**src/rtl/ula_arbiter.sv**
```systemverilog
//==============================================================================
// ula_arbiter : two-port round-robin arbiter sharing one combinational ALU
// Rev 1.0
//==============================================================================
`default_nettype none

module ula_arbiter #(
  parameter int WIDTH = 32
) (
  input  logic             clock,
  input  logic             reset_n,
  // requester 0
  input  logic             req_valid_0,
  output logic             req_ready_0,
  input  logic [WIDTH-1:0] req_a_0,
  input  logic [WIDTH-1:0] req_b_0,
  input  logic [3:0]       req_op_0,
  output logic             rsp_valid_0,
  input  logic             rsp_ready_0,
  output logic [WIDTH-1:0] rsp_result_0,
  output logic             rsp_zero_0,
  // requester 1
  input  logic             req_valid_1,
  output logic             req_ready_1,
  input  logic [WIDTH-1:0] req_a_1,
  input  logic [WIDTH-1:0] req_b_1,
  input  logic [3:0]       req_op_1,
  output logic             rsp_valid_1,
  input  logic             rsp_ready_1,
  output logic [WIDTH-1:0] rsp_result_1,
  output logic             rsp_zero_1,
  // shared ALU
  output logic [WIDTH-1:0] alu_in1,
  output logic [WIDTH-1:0] alu_in2,
  output logic [3:0]       alu_op,
  input  logic [WIDTH-1:0] alu_result,
  input  logic             alu_zero,
  output logic             busy
);

  typedef enum logic [1:0] {
    IDLE = 2'd0,
    EXEC = 2'd1,
    RESP = 2'd2
  } state_t;

  state_t           state_q, state_d;
  logic             owner_q, owner_d;
  logic             prio_q, prio_d;
  logic [WIDTH-1:0] a_q, a_d;
  logic [WIDTH-1:0] b_q, b_d;
  logic [3:0]       op_q, op_d;
  logic [WIDTH-1:0] result_q, result_d;
  logic             zero_q, zero_d;

  logic winner;
  logic grant_0, grant_1;
  logic owner_rsp_ready;

  always_comb begin
    state_d  = state_q;
    owner_d  = owner_q;
    prio_d   = prio_q;
    a_d      = a_q;
    b_d      = b_q;
    op_d     = op_q;
    result_d = result_q;
    zero_d   = zero_q;
    grant_0  = 1'b0;
    grant_1  = 1'b0;

    // On a tie the favoured requester wins; otherwise whoever is valid.
    winner          = (req_valid_0 && req_valid_1) ? prio_q : req_valid_1;
    owner_rsp_ready = owner_q ? rsp_ready_1 : rsp_ready_0;

    case (state_q)
      IDLE: begin
        if (req_valid_0 || req_valid_1) begin
          grant_0 = ~winner;
          grant_1 = winner;
          owner_d = winner;
          a_d     = winner ? req_a_1  : req_a_0;
          b_d     = winner ? req_b_1  : req_b_0;
          op_d    = winner ? req_op_1 : req_op_0;
          state_d = EXEC;
        end
      end
      EXEC: begin
        result_d = alu_result;
        zero_d   = alu_zero;
        state_d  = RESP;
      end
      RESP: begin
        if (owner_rsp_ready) begin
          prio_d  = ~owner_q;
          state_d = IDLE;
        end
      end
      default: state_d = IDLE;
    endcase
  end

  always_ff @(posedge clock or negedge reset_n) begin
    if (!reset_n) begin
      state_q  <= IDLE;
      owner_q  <= 1'b0;
      prio_q   <= 1'b0;
      a_q      <= '0;
      b_q      <= '0;
      op_q     <= '0;
      result_q <= '0;
      zero_q   <= 1'b0;
    end else begin
      state_q  <= state_d;
      owner_q  <= owner_d;
      prio_q   <= prio_d;
      a_q      <= a_d;
      b_q      <= b_d;
      op_q     <= op_d;
      result_q <= result_d;
      zero_q   <= zero_d;
    end
  end

  // IDLE is also the reset state, so ready must be masked while reset is held.
  assign req_ready_0  = grant_0 & reset_n;
  assign req_ready_1  = grant_1 & reset_n;

  assign rsp_valid_0  = (state_q == RESP) & ~owner_q;
  assign rsp_valid_1  = (state_q == RESP) &  owner_q;
  assign rsp_result_0 = result_q;
  assign rsp_result_1 = result_q;
  assign rsp_zero_0   = zero_q;
  assign rsp_zero_1   = zero_q;

  assign alu_in1 = a_q;
  assign alu_in2 = b_q;
  assign alu_op  = op_q;
  assign busy    = (state_q != IDLE);

endmodule

`default_nettype wire

```
**config.mk**
```make
export PLATFORM = sky130hd
export DESIGN_NAME = ula_arbiter
export DESIGN_NICKNAME = d
export VERILOG_FILES = /design/src/rtl/ula_arbiter.sv
export SDC_FILE = /design/constraint.sdc
export NUM_CORES = 1
export LEC_CHECK = 0
export BUFFER_PORTS_ARGS = -buffer_cell sky130_fd_sc_hd__buf_2
export CORE_ASPECT_RATIO = 0.7
export CORE_UTILIZATION = 35
export DETAILED_ROUTE_END_ITERATION = 7
export PLACE_DENSITY = 0.74
export SYNTH_ARGS = -nofsm -noshare
export SYNTH_HDL_FRONTEND = slang
export SYNTH_SLANG_ARGS = --single-unit
```
**constraint.sdc**
```tcl
create_clock -name clock -period 1.8 [get_ports clock]
set_input_delay 0.09 -clock clock [delete_from_list [all_inputs] [get_ports clock]]
set_output_delay 0.09 -clock clock [all_outputs]
set_load 0.005 [all_outputs]
```
# Word-level counts from Yosys, hierarchy flattened
# Cells that the tools add are included.
[totals]
in_bits = 175
regBits = 105
[classes]
n_mux = 12
bitwise_logic = 6
reduce_logical = 7
eq_ne = 4
[op_table]
columns = ["op", "n"]
rows = [
  ["32-bit two-way mux", 2],
  ["1-bit two-way mux", 6],
  ["2-bit one-hot mux with 3 select lines", 1],
  ["2-bit AND reduction", 3],
  ["1-bit bitwise AND", 4],
  ["2-bit two-way mux", 2],
  ["4-bit two-way mux", 1],
  ["2-bit inequality test (second input constant)", 2],
  ["2-bit by 1-bit equality test with 1-bit output (second input constant)", 1],
  ["2-bit equality test (second input constant)", 1],
  ["2-bit zero test", 1],
  ["1-bit inverter", 2],
  ["2-bit nonzero test", 1],
  ["1-bit logical AND", 1],
  ["1-bit logical OR", 1],
]

# Depth between registers and ports, before layout
# Gate-level depths: netlist of run 1.
[logic_depth]
depth_word = 6
ltp_mapped = 5
mapped_depth_nobuf = 4

# Worst setup path before layout of run 1
# No wires, ideal clock.
[synth_path]
path_type = "register to register"
startpoint = "register state_q[1]"
endpoint = "register a_q[3] (netlist: alu_in1[3])"
path_buffers = 2
period_less_slack_ps = 1386
t_required_ps = 1674
arrival_ps = 1260
setup_ps = 126
path_stages_with_launch = 6
path_slack_ps = 414
path_cell_list = "dfrtp_1 -> nor2_4 -> buf_2 -> buf_2 -> a21boi_0 -> a221o_1"
[synth_between]
elab_chain_cells = 2
[synth_rtl]
columns = ["element", "line_no", "rtl"]
rows = [
  ["start, declared", "47", "state_t state_q, state_d;"],
  ["start signal, assigned", "114", "state_q <= state_d;"],
  ["2-bit zero test", "76", "case (state_q)"],
  ["2-bit AND reduction (no line)", "--", ""],
  ["end signal, assigned", "108", "a_q <= '0;"],
  ["end signal, assigned", "117", "a_q <= a_d;"],
  ["end, declared", "50", "logic [WIDTH-1:0] a_q, a_d;"],
]
# No other way between the ends.
# A chain may end at the register's enable or synchronous reset.

# Worst setup path after layout of run 1
[layout_path]
startpoint = "register state_q[1]"
endpoint = "register b_q[7] (netlist: alu_in2[7])"
[layout_between]
elab_chain_cells = 2
[layout_rtl]
columns = ["element", "line_no", "rtl"]
rows = [
  ["2-bit zero test", "76", ""],
  ["2-bit AND reduction (no line)", "--", ""],
  ["end signal, assigned", "109", "b_q <= '0;"],
  ["end signal, assigned", "118", "b_q <= b_d;"],
  ["end, declared", "51", "logic [WIDTH-1:0] b_q, b_d;"],
]
# No other way between the ends.

==> flow_summary_export.csv, run 1 <==
group,metric,value,unit
critical_path,path_class,"reg2reg",
global_route,gr-usage-all-layers,24.0,%
synth,synth_flop_cell,"dfrtp_1",
placement,place.gp.congestion,0.784,
critical_path,critical_path.max_stage_delay,0.44,ns
floorplanning,io_pins,314,
sta,holdWs,0.0188,ns
sta,slew_violations,0,
critical_path,worstPathRequired,2.02,ns
critical_path,cp.depth,5,
route,detail-route-antenna-nets,0,
sta,tightest_slew,0.481,ns
global_route,grt_overflow_total,0,
critical_path,cp_top_family,"compound AO/OA/AOI/OAI gates",
synth,synth_area_leader_cell,"dfrtp_1",
sta,min_period,1.74,ns
global_route,grt_pass1_vias,5276,
placement,dp_hpwl,11.0,mm
critical_path,crit_path_start_kind,"flop",
sta,max_freq,0.576,GHz
power_and_ir_drop,total_power,11.8,mW
critical_path,r2r_cells,5,
synth,ys_seq_area_share,53.6,%
critical_path,arrival,1.96,ns
floorplanning,core,0.0134,mm²
clock_network,clockBufferDepth,2,
power_and_ir_drop,power.internal,7.50,mW
layout,area_growth,64.9,%
critical_path,cp_slowest_cell,"dfrtp_2",
power_and_ir_drop,power_density,1460,mW/mm²
sta,fin_crit_sh,96.4,%
route,firstDrtPassIters,4,
synth,ys_ff_latch,105,
global_route,use_met1,27.1,%
global_route,antenna_found_initial,0,
layout,diodes,0,
layout,final_core_util,60.3,%
route,drc_errors,0,
synth,synth_warnings,0,
power_and_ir_drop,sw_frac_of_total,36.3,%
synth,synth_edf_count,0,
synth,yosysMostFrequentCell,"dfrtp_1",
clock_network,clk_pin_slew,0.07,ns
power_and_ir_drop,comb_power_share,46.8,%
clock_network,cts_buffers,9,
clock_network,htreeDepth,3,
route,drt_iter0_markers,205,
sta,hold_violations,0,
sta,setup_viol,0,
placement,numPortBuffers,313,
global_route,gr-usage-met2,41.9,%
route,wire_per_inst,18.0,µm
route,drt_wl_total,18.0,mm
global_route,grt_pass1_wl,26.8,mm
critical_path,critPathBufInv,2,
synth,synth_commonest_cells,"105 x dfrtp_1, 50 x a21boi_0, 50 x a221o_1, 33 x buf_4, 22 x o21ai_0",
synth,async_flop_share,100,%
clock_network,cts_tree,"built",
global_route,grt_max_degree,56,
floorplanning,dieArea,0.0145,mm²
floorplanning,dieHeight,101,µm
clock_network,cts_root_buf,"clkbuf_16",
global_route,grt_use_met3,6.65,%
power_and_ir_drop,p_leak,3.92,nW
placement,place_inst,850,
synth,netlist_instances,407,
floorplanning,die-width,143,µm
synth,synth_area,0.00490,mm²
critical_path,end_kind,"flop",
sta,max-slew-margin-rel,68.0,%
placement,place_area,0.00638,mm²
critical_path,path_max_fanout,38,
placement,place_ws,0.202,ns
outcome,status,"completed",
synth,ys_types,26,
hold_path,hold_path.class,"in2reg",
synth,synth.top_cell.area_share,53.6,%
power_and_ir_drop,ir_drop,0.543,mV
synth,syn_avg_cell_area,12.0,µm²
layout,drive_gt1_share,45.7,%
power_and_ir_drop,power.share.sequential,36.9,%
clock_network,cts.sinks,105,
layout,fin_area,0.00808,mm²
sta,rsz0062_at_grt,"false",
synth,synth.net_count,582,
hold_path,hold_path_depth,2,
power_and_ir_drop,p_switching,4.28,mW
clock_network,clock_latency,0.34,ns
flow_run,cap_viol_max_count,0,
layout,nets,989,
sta,tns,0,ns
route,vias,5142,
layout,stdcell_count,1004,
sta,clock_skew,0.00578,ns
floorplanning,rows,35,
synth,synth_area_leaders,"dfrtp_1 54%, a221o_1 10%, a21boi_0 7.7%, buf_4 5.1%, mux2_2 3.9%",
route,via_per_inst,5.12,
global_route,grt_busiest_layer,"met2",
critical_path,path_cells,"nor2_4 > buf_4 > buf_4 > a21boi_0 > a221o_1",
sta,fin_ws,0.0639,ns
critical_path,crit_top_cell,"buf_4",
floorplanning,initial_utilization,36.6,%
power_and_ir_drop,clkPwrFrac,16.2,%
-- final cells by class --
class | instances | area (µm²)
tap | 185 | 231
sequential | 105 | 2630
inverter | 4 | 15.0
clock inverter | 6 | 50.0
timing repair buffer | 466 | 3140
multi-input combinational | 228 | 1780
fill | 1028 | 5320
clock buffer | 10 | 239
-- path summary, 6_finish.rpt --
| kind | startpoint | end | slack, ns |
|---|---|---|---|
| max | state_q[1] | alu_in2[7] | 0.06 |
| min | req_a_0[27] | alu_in1[27] | 0.02 |
| max reg2reg | state_q[1] | alu_in2[7] | 0.06 |
| min reg2reg | rsp_result_0[22] | rsp_result_0[22] | 0.51 |
| max in group asynchronous | reset_n | alu_in2[15] | 0.86 |
| min in group asynchronous | reset_n | rsp_result_0[7] | 0.20 |
-- layer usage --
metal	vias to the layer above	wire length, µm	part of all wire, %
met5	-	0	0
met4	0	594	3.3
met3	49	1530	8.5
met2	309	8940	50
met1	2474	6970	39
li1	2310	-	-
-- flip-flops by register name, indices dropped and copies added (netlist names) --
name / count
rsp_zero_0: 1
alu_in2: 32
prio_q: 1
alu_in1: 32
state_q: 2
owner_q: 1
rsp_result_0: 32
alu_op: 4
-- layout by cell type, fill, tap and decap left out, types with 2 or more instances in the layout --
master | netlist | layout
mux2_1 | 16 | 16
nand2b_1 | 3 | 3
a31oi_1 | 19 | 19
dlygate4sd3_1 | 0 | 132
buf_2 | 14 | 312
nor2_1 | 3 | 3
a21boi_0 | 50 | 50
and2_1 | 2 | 2
nand3_1 | 18 | 18
mux2_2 | 17 | 17
inv_6 | 0 | 2
buf_12 | 0 | 4
a21oi_1 | 19 | 19
dfrtp_1 | 105 | 104
buf_4 | 33 | 16
a221o_1 | 50 | 50
inv_1 | 3 | 3
o21ai_0 | 22 | 22
clkbuf_16 | 0 | 10
-- logic make-up after synthesis --
| family | after synthesis | share of synthesized area [%] |
|---|---|---|
| AO/OA/AOI/OAI | 160 | 24.5 |
| buffers and inverters | 74 | 10.2 |
| flip-flops | 105 | 53.6 |
| multiplexers | 33 | 7.58 |
| AND/OR/NAND/NOR | 35 | 4.13 |
-- power groups by stage --
| stage | registers [mW] | clock network [mW] | logic (mW) |
|---|---|---|---|
| after floorplan | 4.33 | 0 | 3.13 |
| after global placement | 4.28 | 0 | 4.90 |
| after detailed placement | 4.32 | 0 | 5.07 |
| after CTS | 4.31 | 1.97 | 5.36 |
| after global routing | 4.48 | 2.06 | 6.02 |
| final | 4.35 | 1.91 | 5.52 |
-- timing repair --
action	in CTS	in global routing
pin swaps	2	2
cloned	1	1
endpoints found under the setup margin	2	1
setup buffers	1	3
hold endpoints to repair	151	0
hold buffers	132	0
gates resized for setup	1	1
Power figures use the tool's default switching activity.
==> run 2, diff against run 1 <==
Settings changed: PLACE_DENSITY 0.74 to 0.67.
==> flow_summary_export.csv, run 2 (synthesized netlist as in run 1, its figures left out) <==
group,metric,value,unit
layout,diodes,0,
route,firstDrtPassIters,5,
route,drt_iter0_markers,293,
critical_path,end_kind,"flop",
layout,final_core_util,60.8,%
floorplanning,io_pins,314,
power_and_ir_drop,p_switching,4.34,mW
layout,multi_input_area,0.00178,mm²
outcome,status,"completed",
critical_path,cp_slowest_cell,"dfrtp_1",
sta,tightest_slew,0.824,ns
sta,max-slew-margin-rel,45.0,%
critical_path,critPathBufInv,3,
critical_path,crit_top_cell,"buf_4",
power_and_ir_drop,clkPwrFrac,15.7,%
power_and_ir_drop,comb_power_share,47.5,%
critical_path,cp_top_family,"buffers and inverters",
layout,layout_commonest_cell,"buf_2",
sta,fin_crit_sh,95.8,%
layout,fin_area,0.00814,mm²
sta,slew_violations,0,
route,drt_wl_total,18.7,mm
clock_network,cts.sinks,105,
clock_network,cts_tree,"built",
sta,holdWs,0.0190,ns
critical_path,crit_path_start_kind,"flop",
placement,place_area,0.00637,mm²
placement,numPortBuffers,313,
floorplanning,dieArea,0.0145,mm²
route,drc_errors,0,
layout,drive_gt1_share,46.1,%
placement,place.gp.congestion,0.807,
critical_path,path_cells,"nor2b_2 > nor3_4 > buf_4 > buf_4 > bufbuf_16 > a221o_1",
critical_path,rrSetupSlack,0.08,ns
sta,setup_viol,0,
clock_network,clk_pin_slew,0.07,ns
power_and_ir_drop,power_density,1460,mW/mm²
global_route,grt_pass1_vias,5351,
power_and_ir_drop,power.internal,7.58,mW
floorplanning,initial_utilization,36.6,%
sta,min_period,1.72,ns
layout,area_growth,66.0,%
clock_network,clockBufferDepth,2,
route,detail-route-antenna-nets,0,
sta,clock_skew,0.00827,ns
hold_path,hold_path.class,"in2reg",
global_route,antenna_found_initial,0,
global_route,grt_overflow_total,0,
clock_network,cts_buffers,9,
clock_network,htreeDepth,3,
layout,mostFrequentLayoutCells,"312 x buf_2, 132 x dlygate4sd3_1, 104 x dfrtp_1",
critical_path,critical_path.max_stage_delay,0.44,ns
power_and_ir_drop,total_power,11.9,mW
floorplanning,dieHeight,101,µm
power_and_ir_drop,p_leak,3.96,nW
flow_run,cap_viol_max_count,0,
sta,max_freq,0.580,GHz
global_route,gr-usage-all-layers,25.0,%
clock_network,cts_root_buf,"clkbuf_16",
critical_path,arrival,1.94,ns
floorplanning,rows,35,
floorplanning,die-width,143,µm
critical_path,worstPathRequired,2.02,ns
route,via_per_inst,5.13,
global_route,grt_max_degree,67,
floorplanning,core,0.0134,mm²
power_and_ir_drop,ir_drop,0.584,mV
power_and_ir_drop,power.share.sequential,36.8,%
route,wire_per_inst,18.6,µm
placement,dp_hpwl,11.2,mm
layout,seqCellArea,0.00263,mm²
global_route,grt_pass1_wl,27.7,mm
sta,rsz0062_at_grt,"false",
route,vias,5173,
layout,nets,994,
critical_path,path_max_fanout,26,
sta,hold_violations,0,
layout,n_fill_cell,1093,
power_and_ir_drop,sw_frac_of_total,36.4,%
sta,tns,0,ns
clock_network,clock_latency,0.34,ns
critical_path,path_class,"reg2reg",
==> run 2: timing repair <==
action | 4_1_cts | 5_1_grt
endpoints found under the setup margin | 2 | 30
endpoints found under the hold margin | 121 | 0
gates resized for setup | 1 | 2
cloned | 3 | 0
pin swaps | 1 | 2
hold buffers | 132 | 0
buffers inserted | 3 | 5
==> run 2: layout make-up <==
type | instances | area share [%]
Inverter | 4 | 0.184
Clock inverter | 7 | 0.753
Multi-Input combinational cell | 228 | 21.9
Clock buffer | 9 | 2.77
Tap cell | 185 | 2.84
Sequential cell | 105 | 32.3
Timing Repair Buffer | 471 | 39.3
==> run 2: worst paths after layout <==
path                                   from          endpoint  cells past startpoint
min reg2reg                rsp_result_0[24]  rsp_result_0[24]                      1
max                                  prio_q       alu_in2[21]                      6
min in group asynchronous           reset_n       alu_in2[27]                      3
min                             req_b_1[30]       alu_in2[30]                      2
max reg2reg                          prio_q       alu_in2[21]                      6
max in group asynchronous           reset_n        state_q[1]                      3
==> run 2: metal layers <==
metal	part of all wire [%]	wire [µm]	vias to the layer above	GRT usage, %
li1	-	-	2322	-
met1	39	7360	2492	28.6
met2	51	9460	299	44.8
met3	7.0	1310	60	5.65
met4	3.2	601	0	11.1
met5	0	0	-	0
==> run 2: through the flow <==
step / setup WS [ns] / cells
final: 0.0753 / 1009
after floorplan: 0.414 / 407
after detailed placement: 0.246 / 850
after global routing: 0.0248 / 1009
after CTS: 0.0101 / 1004
after global placement: 0.338 / 850
==> run 2: power by group through the flow <==
stage | registers, mW | clock network, mW | logic [mW]
finish | 4.38 | 1.87 | 5.66
detailed placement | 4.34 | 0 | 5.08
global route | 4.50 | 2.04 | 6.16
global placement | 4.29 | 0 | 4.93
floorplan | 4.33 | 0 | 3.13
CTS | 4.34 | 1.93 | 5.56
==> run 2: worst reg2reg max path, stage by stage, from the launching register on <==
cell and delay (ns):
dfrtp_1 0.44, nor2b_2 0.21, nor3_4 0.08, buf_4 0.14
buf_4 0.13, bufbuf_16 0.30, a221o_1 0.31
